<file path="src/rtl/pipeline_hazard_ctrl_if.sv">
// Pipeline hazard controller bus.
// Carries the pipeline-side status (memory request/response, ID source
// registers, EX destination/load/redirect) into the controller. It carries the
// register load/flush strobes, the gated memory strobes and the perf counters
// back out.
//   master : pipeline side (drives status, receives controls)
//   slave  : controller side
interface pipeline_hazard_ctrl_if #(
  parameter int CNT_W = 32
);
  logic             imem_read;
  logic             imem_resp;
  logic             dmem_req;
  logic             dmem_resp;
  logic [4:0]       id_rs1;
  logic [4:0]       id_rs2;
  logic             id_uses_rs1;
  logic             id_uses_rs2;
  logic [4:0]       ex_rd;
  logic             ex_mem_read;
  logic             ex_br_taken;

  logic             pc_load;
  logic             if_id_load;
  logic             id_ex_load;
  logic             ex_mem_load;
  logic             mem_wb_load;
  logic             if_id_flush;
  logic             id_ex_flush;
  logic             imem_read_en;
  logic             dmem_req_en;
  logic [CNT_W-1:0] stall_cnt;
  logic [CNT_W-1:0] bubble_cnt;
  logic [CNT_W-1:0] flush_cnt;

  modport master (
    output imem_read, imem_resp, dmem_req, dmem_resp,
           id_rs1, id_rs2, id_uses_rs1, id_uses_rs2,
           ex_rd, ex_mem_read, ex_br_taken,
    input  pc_load, if_id_load, id_ex_load, ex_mem_load, mem_wb_load,
           if_id_flush, id_ex_flush, imem_read_en, dmem_req_en,
           stall_cnt, bubble_cnt, flush_cnt
  );

  modport slave (
    input  imem_read, imem_resp, dmem_req, dmem_resp,
           id_rs1, id_rs2, id_uses_rs1, id_uses_rs2,
           ex_rd, ex_mem_read, ex_br_taken,
    output pc_load, if_id_load, id_ex_load, ex_mem_load, mem_wb_load,
           if_id_flush, id_ex_flush, imem_read_en, dmem_req_en,
           stall_cnt, bubble_cnt, flush_cnt
  );
endinterface

</file>
<file path="src/rtl/pipeline_hazard_ctrl.sv">
// Central sequencer for PC, IF/ID, ID/EX, EX/MEM and MEM/WB.
// It handles the following hazards, listed from highest priority to lowest:
//   1. Memory stall: the whole pipe freezes while an imem/dmem access is outstanding.
//   2. EX redirect: IF/ID and ID/EX are squashed.
//   3. Load-use: one bubble goes into ID/EX while PC and IF/ID hold.
// Memory strobes are gated so that an access that already completed during
// a stall is not re-issued while the other memory is still outstanding.
// Ports:
//   clk, rst  clock and synchronous active-high reset
//   bus       pipeline_hazard_ctrl_if.slave (status in; loads, flushes,
//             gated strobes and saturating perf counters out)
module pipeline_hazard_ctrl #(
  parameter int CNT_W = 32
) (
  input  logic                    clk,
  input  logic                    rst,
  pipeline_hazard_ctrl_if.slave   bus
);

  typedef enum logic {RUN, WAIT} state_t;

  state_t           state_q, state_d;
  logic             imem_done_q, dmem_done_q;
  logic             pend_i, pend_d, mstall, lu;
  logic             case_br, case_lu;
  logic [CNT_W-1:0] stall_q, bubble_q, flush_q;

  // A response arriving this cycle satisfies its request now, which gives
  // a release with no added latency.
  assign pend_i = bus.imem_read & ~imem_done_q & ~bus.imem_resp;
  assign pend_d = bus.dmem_req  & ~dmem_done_q & ~bus.dmem_resp;
  assign mstall = pend_i | pend_d;

  assign lu = bus.ex_mem_read & (bus.ex_rd != 5'd0) &
              ((bus.id_uses_rs1 & (bus.id_rs1 == bus.ex_rd)) |
               (bus.id_uses_rs2 & (bus.id_rs2 == bus.ex_rd)));

  assign case_br = ~rst & ~mstall & bus.ex_br_taken;
  assign case_lu = ~rst & ~mstall & ~bus.ex_br_taken & lu;

  always_ff @(posedge clk) begin
    if (rst) state_q <= RUN;
    else     state_q <= state_d;
  end

  always_comb begin
    state_d         = state_q;
    bus.pc_load     = 1'b0;
    bus.if_id_load  = 1'b0;
    bus.id_ex_load  = 1'b0;
    bus.ex_mem_load = 1'b0;
    bus.mem_wb_load = 1'b0;
    bus.if_id_flush = 1'b0;
    bus.id_ex_flush = 1'b0;

    case (state_q)
      RUN:     if (mstall)  state_d = WAIT;
      WAIT:    if (!mstall) state_d = RUN;
      default: state_d = RUN;
    endcase

    if (!rst && !mstall) begin
      bus.pc_load     = 1'b1;
      bus.if_id_load  = 1'b1;
      bus.id_ex_load  = 1'b1;
      bus.ex_mem_load = 1'b1;
      bus.mem_wb_load = 1'b1;
      if (bus.ex_br_taken) begin
        bus.if_id_flush = 1'b1;
        bus.id_ex_flush = 1'b1;
      end else if (lu) begin
        // Hold the dependent instruction in ID and send a bubble to EX.
        bus.pc_load     = 1'b0;
        bus.if_id_load  = 1'b0;
        bus.id_ex_flush = 1'b1;
      end
    end
  end

  // The done flags remember which side already completed in the current stall.
  always_ff @(posedge clk) begin
    if (rst || !mstall) begin
      imem_done_q <= 1'b0;
      dmem_done_q <= 1'b0;
    end else begin
      if (bus.imem_resp) imem_done_q <= 1'b1;
      if (bus.dmem_resp) dmem_done_q <= 1'b1;
    end
  end

  assign bus.imem_read_en = ~rst & bus.imem_read & ~imem_done_q;
  assign bus.dmem_req_en  = ~rst & bus.dmem_req  & ~dmem_done_q;

  // The counters saturate at all-ones.
  always_ff @(posedge clk) begin
    if (rst) begin
      stall_q  <= '0;
      bubble_q <= '0;
      flush_q  <= '0;
    end else begin
      if (mstall  && !(&stall_q))  stall_q  <= stall_q  + 1'b1;
      if (case_lu && !(&bubble_q)) bubble_q <= bubble_q + 1'b1;
      if (case_br && !(&flush_q))  flush_q  <= flush_q  + 1'b1;
    end
  end

  assign bus.stall_cnt  = stall_q;
  assign bus.bubble_cnt = bubble_q;
  assign bus.flush_cnt  = flush_q;

endmodule

</file>
<file path="src/flat_wrapper.sv">
// flat-port wrapper written by rule: the top's interface ports become plain ports
module pipeline_hazard_ctrl_flat 
#(
  parameter int CNT_W = 32
)
  (clk, rst, bus_imem_read, bus_imem_resp, bus_dmem_req, bus_dmem_resp, bus_id_rs1, bus_id_rs2, bus_id_uses_rs1, bus_id_uses_rs2, bus_ex_rd, bus_ex_mem_read, bus_ex_br_taken, bus_pc_load, bus_if_id_load, bus_id_ex_load, bus_ex_mem_load, bus_mem_wb_load, bus_if_id_flush, bus_id_ex_flush, bus_imem_read_en, bus_dmem_req_en, bus_stall_cnt, bus_bubble_cnt, bus_flush_cnt);
  pipeline_hazard_ctrl_if #(.CNT_W(CNT_W)) bus_i ();
  input  logic clk;
  input  logic rst;
  input wire logic [$bits(bus_i.imem_read)-1:0] bus_imem_read;
  input wire logic [$bits(bus_i.imem_resp)-1:0] bus_imem_resp;
  input wire logic [$bits(bus_i.dmem_req)-1:0] bus_dmem_req;
  input wire logic [$bits(bus_i.dmem_resp)-1:0] bus_dmem_resp;
  input wire logic [$bits(bus_i.id_rs1)-1:0] bus_id_rs1;
  input wire logic [$bits(bus_i.id_rs2)-1:0] bus_id_rs2;
  input wire logic [$bits(bus_i.id_uses_rs1)-1:0] bus_id_uses_rs1;
  input wire logic [$bits(bus_i.id_uses_rs2)-1:0] bus_id_uses_rs2;
  input wire logic [$bits(bus_i.ex_rd)-1:0] bus_ex_rd;
  input wire logic [$bits(bus_i.ex_mem_read)-1:0] bus_ex_mem_read;
  input wire logic [$bits(bus_i.ex_br_taken)-1:0] bus_ex_br_taken;
  output wire logic [$bits(bus_i.pc_load)-1:0] bus_pc_load;
  output wire logic [$bits(bus_i.if_id_load)-1:0] bus_if_id_load;
  output wire logic [$bits(bus_i.id_ex_load)-1:0] bus_id_ex_load;
  output wire logic [$bits(bus_i.ex_mem_load)-1:0] bus_ex_mem_load;
  output wire logic [$bits(bus_i.mem_wb_load)-1:0] bus_mem_wb_load;
  output wire logic [$bits(bus_i.if_id_flush)-1:0] bus_if_id_flush;
  output wire logic [$bits(bus_i.id_ex_flush)-1:0] bus_id_ex_flush;
  output wire logic [$bits(bus_i.imem_read_en)-1:0] bus_imem_read_en;
  output wire logic [$bits(bus_i.dmem_req_en)-1:0] bus_dmem_req_en;
  output wire logic [$bits(bus_i.stall_cnt)-1:0] bus_stall_cnt;
  output wire logic [$bits(bus_i.bubble_cnt)-1:0] bus_bubble_cnt;
  output wire logic [$bits(bus_i.flush_cnt)-1:0] bus_flush_cnt;
  assign bus_i.imem_read = bus_imem_read;
  assign bus_i.imem_resp = bus_imem_resp;
  assign bus_i.dmem_req = bus_dmem_req;
  assign bus_i.dmem_resp = bus_dmem_resp;
  assign bus_i.id_rs1 = bus_id_rs1;
  assign bus_i.id_rs2 = bus_id_rs2;
  assign bus_i.id_uses_rs1 = bus_id_uses_rs1;
  assign bus_i.id_uses_rs2 = bus_id_uses_rs2;
  assign bus_i.ex_rd = bus_ex_rd;
  assign bus_i.ex_mem_read = bus_ex_mem_read;
  assign bus_i.ex_br_taken = bus_ex_br_taken;
  assign bus_pc_load = bus_i.pc_load;
  assign bus_if_id_load = bus_i.if_id_load;
  assign bus_id_ex_load = bus_i.id_ex_load;
  assign bus_ex_mem_load = bus_i.ex_mem_load;
  assign bus_mem_wb_load = bus_i.mem_wb_load;
  assign bus_if_id_flush = bus_i.if_id_flush;
  assign bus_id_ex_flush = bus_i.id_ex_flush;
  assign bus_imem_read_en = bus_i.imem_read_en;
  assign bus_dmem_req_en = bus_i.dmem_req_en;
  assign bus_stall_cnt = bus_i.stall_cnt;
  assign bus_bubble_cnt = bus_i.bubble_cnt;
  assign bus_flush_cnt = bus_i.flush_cnt;
  pipeline_hazard_ctrl #(.CNT_W(CNT_W)) u_core (.clk(clk), .rst(rst), .bus(bus_i));
endmodule
</file>
<file path="config.mk">
export PLATFORM = sky130hd
export DESIGN_NAME = pipeline_hazard_ctrl_flat
export DESIGN_NICKNAME = d
export VERILOG_FILES = /design/src/rtl/pipeline_hazard_ctrl_if.sv /design/src/rtl/pipeline_hazard_ctrl.sv /design/src/flat_wrapper.sv
export SDC_FILE = /design/constraint.sdc
export NUM_CORES = 1
export LEC_CHECK = 0
export CORE_UTILIZATION = 25
export DETAILED_ROUTE_END_ITERATION = 16
export GPL_TIMING_DRIVEN = 0
export SYNTH_ARGS = -nofsm -noshare
export SYNTH_HDL_FRONTEND = slang
export SYNTH_SLANG_ARGS = --single-unit
</file>
<file path="constraint.sdc">
create_clock -name clk -period 2.3 [get_ports clk]
set_clock_uncertainty 0.2 [all_clocks]
set_input_delay 0.46 -clock clk [delete_from_list [all_inputs] [get_ports clk]]
set_output_delay 0.46 -clock clk [all_outputs]
set_load 0.005 [all_outputs]
</file>
==> reports/results.tsv <==
stage	metric	value	unit
yosys	yosysUniqueCellTypes	61	
sta	rsz0062_at_grt	true	
yosys	ys_top_cells_by_area	dfxtp_1, xnor2_1, nor2_1	
yosys	synth.avg_cell_area	8.41	um^2
place	dpl-instance-area	0.00668	mm^2
grt	antenna_found_initial	1	
die	pin_count	130	
die	dieArea	0.0208	mm^2
clocking	cts_buffer_depth	2	
final_layout	design_area	0.00771	mm^2
power_and_ir_drop	power_density	442	mW/mm^2
yosys	netlist_area	0.00506	mm^2
drt	top_layer	met4	
yosys	synth-edff-count	0	
yosys	synth_nets	629	
setup_path	cp_num_buf_inv	3	
yosys	synth-seq-cells	98	
clocking	clk_pin_slew	0.07	ns
die	core	0.0197	mm^2
drt	wl_met3	906	um
setup_path	crit_path_cell_trace	buf_8, or4_4, o21ai_4, nor2b_4, a21boi_2, buf_4, buf_6	
drt	drt_pass1_iterations	4	
setup_path	cp_slowest_cell	or4_4	
power_and_ir_drop	internal_power	2.61	mW
clocking	cts-root-buf	clkbuf_16	
drt	vias	5115	
place	place_congestion	0.777	
place	dp_hpwl	11100	um
setup_path	max_stage_delay	0.53	ns
worst_hold_path	hold_path.class	in -> reg	
final_layout	drive_above_1_share	23.1	%
drt	wl_met2	7080	um
clocking	insertion_delay	0.35	ns
final_layout	multi_input_area	0.00333	mm^2
drt	vias_per_cell	4.92	
place	place_inst	995	
power_and_ir_drop	p_sw	795	uW
drt	drt-initial-drc-count	265	
final_layout	seq_area	0.00202	mm^2
die	die_y	144	um
flow_run	drv_cap	0	
yosys	async_flop_share	0	%
power_and_ir_drop	leakage	2.48	nW
die	row_count	51	
power_and_ir_drop	power_frac_clock	42.6	%
power_and_ir_drop	pwr-share-seq	50.2	%
clocking	cts_tree	yes	
setup_path	critPathMaxFanout	2	
setup_path	critPathArrivalTime	1.77	ns
sta	finalMaxSlewViolations	0	
drt	wire_per_inst	15.3	um
power_and_ir_drop	swShare	23.4	%
yosys	synth_ff_type	dfxtp_1	
drt	drc	0	
grt	first_global_vias	4651	
power_and_ir_drop	finalPower	3.40	mW
final_layout	area_growth	52.4	%
clocking	cts-buffers-inserted	9	
sta	final-hold-violation-count	0	
place	portBuffers	129	
final_layout	final_util	39.2	%
sta	setup_slack	-0.129	ns
status	status	complete, but fails checks	
grt	grt_pass1_wl	24900	um
die	start_util	25.7	%
setup_path	worstPathRequired	1.64	ns
setup_path	worstSetupStartpointType	primary input	
sta	slew_headroom	50.1	%
setup_path	end_kind	output port	
yosys	synthCells	601	
grt	grtUsageTotal	15.4	%
die	die_x	144	um
sta	worst_slew_pin_slew	0.748	ns
drt	wl	15900	um
setup_path	cp_top_family	simple AND/OR/NAND/NOR gates	
clocking	h-tree-depth	3	
power_and_ir_drop	p_comb_share	7.3	%
final_layout	nets	798	
power_and_ir_drop	ir_drop	0.311	mV
final_layout	fill_cells	2040	
status	violations	setup timing	
final_layout	finalNonFillerCells	1040	
sta	setup_viol	7	
yosys	yosys_warnings	0	
sta	layout_min_cycle_time	2.43	ns
place	pre_cts_ws	-1.26	ns
sta	fmax	412	MHz
drt	wl_met1	7750	um
grt	grt_start_max_net_pins	16	
yosys	yosysTopAreaCellShare	38.8	%
yosys	synth_top_area_cell	dfxtp_1	
setup_path	path_class	in -> out	
sta	period_share	106	%
clocking	clkSinkCount	98	
grt	grt-ovfl-total	0	
drt	ant_nets	0	
yosys	yosysSeqAreaShare	38.8	%
-- placed cells by master (no fill, tap or decap), types with 5 or more instances in the layout --
master,instances
a21oi_1,25
a21oi_2,6
and3_1,5
and4_1,6
buf_2,8
buf_4,28
buf_6,14
clkbuf_1,8
clkbuf_16,9
clkdlybuf4s15_1,5
clkdlybuf4s50_1,98
dfxtp_1,68
dfxtp_2,22
dfxtp_4,8
dlygate4sd2_1,13
inv_1,13
nand2_1,35
nand3_1,37
nand4_1,32
nor2_1,77
nor2b_1,6
nor3_1,16
nor4_1,7
nor4_4,7
o21a_1,5
o21ai_0,25
o31a_1,5
or2_2,5
or3_1,22
or4_1,6
xnor2_1,35
xor2_1,25
-- final timing paths --
check	startpoint	endpoint	slack, ns	depth (start not counted)
setup / recovery	bus_ex_rd[4]	bus_pc_load	-0.13	7
hold / removal	bus_imem_resp	u_core.imem_done_q	0.24	3
setup reg to reg	u_core.bus.stall_cnt[8]	u_core.bus.stall_cnt[12]	0.06	8
hold reg to reg	u_core.bus.bubble_cnt[23]	u_core.bus.bubble_cnt[23]	0.30	2
-- timing repair --
action / in CTS / in global routing
gates resized for setup: 136 / 89
pin swaps: 28 / 30
cloned: 1 / 0
setup endpoints to repair: 101 / 67
hold buffers: 0 / 0
setup buffers: 14 / 16
-- power by group through the flow --
stage / Clock, mW / Sequential (mW) / Combinational [mW]
floorplan: 0 / 1.75 / 0.0977
global placement: 0 / 1.75 / 0.220
detailed placement: 0 / 1.75 / 0.222
CTS: 1.51 / 1.71 / 0.237
global route: 1.59 / 1.71 / 0.268
finish: 1.45 / 1.71 / 0.247
-- final cells by class --
type | instances | share of cell area, %
Clock buffer | 12 | 3.33
Antenna cell | 1 | 0.0325
Buffer | 24 | 2.39
Timing Repair Buffer | 159 | 19.6
Tap cell | 265 | 4.30
Multi-Input combinational cell | 465 | 43.2
Clock inverter | 3 | 0.325
Sequential cell | 98 | 26.2
Inverter | 13 | 0.633
-- cells by family (layout without fill, tap and decap cells) --
family / after synthesis / in the layout / synth area share [%]
multiplexers: 6 / 6 / 1.31
AND/OR/NAND/NOR: 305 / 305 / 33.4
flip-flops: 98 / 98 / 38.8
AO/OA/AOI/OAI: 90 / 90 / 11.7
XOR/XNOR: 61 / 61 / 10.6
buffers and inverters: 38 / 211 / 3.46
other: 0 / 1 / 0
adder cells (fa/ha/maj): 3 / 3 / 0.742
-- routing by layer --
layer	up-vias	GRT usage [%]
li1	2525	-
met1	2435	21.6
met2	141	23.2
met3	14	3.25
met4	0	4.93
met5	-	0
-- flip-flops by register name, summed over array words and instances, names as in the netlist --
signal                 flops
u_core.dmem_done_q         1
u_core.bus.flush_cnt      32
u_core.imem_done_q         1
u_core.bus.bubble_cnt     32
u_core.bus.stall_cnt      32
-- stage by stage --
stage          setup TNS, ns  hold WS, ns
2_1_floorplan              0        0.277
4_1_cts               -0.342        0.214
5_1_grt                -1.80        0.253
3_3_place_gp          -68.11        0.290
3_5_place_dp          -70.04        0.287
6_report              -0.245        0.242
-- synthesized netlist by cell type (all sizes together), types with 6 or more instances --
| cell type | number |
|---|---|
| xor2 | 25 |
| nand2 | 37 |
| inv | 13 |
| nand3 | 40 |
| dfxtp | 98 |
| nor4 | 18 |
| a21oi | 31 |
| or4 | 9 |
| xnor2 | 36 |
| o21ai | 27 |
| and3 | 6 |
| nand4 | 35 |
| or3 | 23 |
| clkbuf | 11 |
| o31ai | 7 |
| nor2 | 81 |
| nor2b | 7 |
| nor3 | 18 |
| and4 | 8 |
| buf | 14 |
-- worst min-delay path, stage by stage --
cell	delay, ns
buf_2	0.13
nor2_1	0.10
nor3_1	0.05
Power figures use the tool's default switching activity.
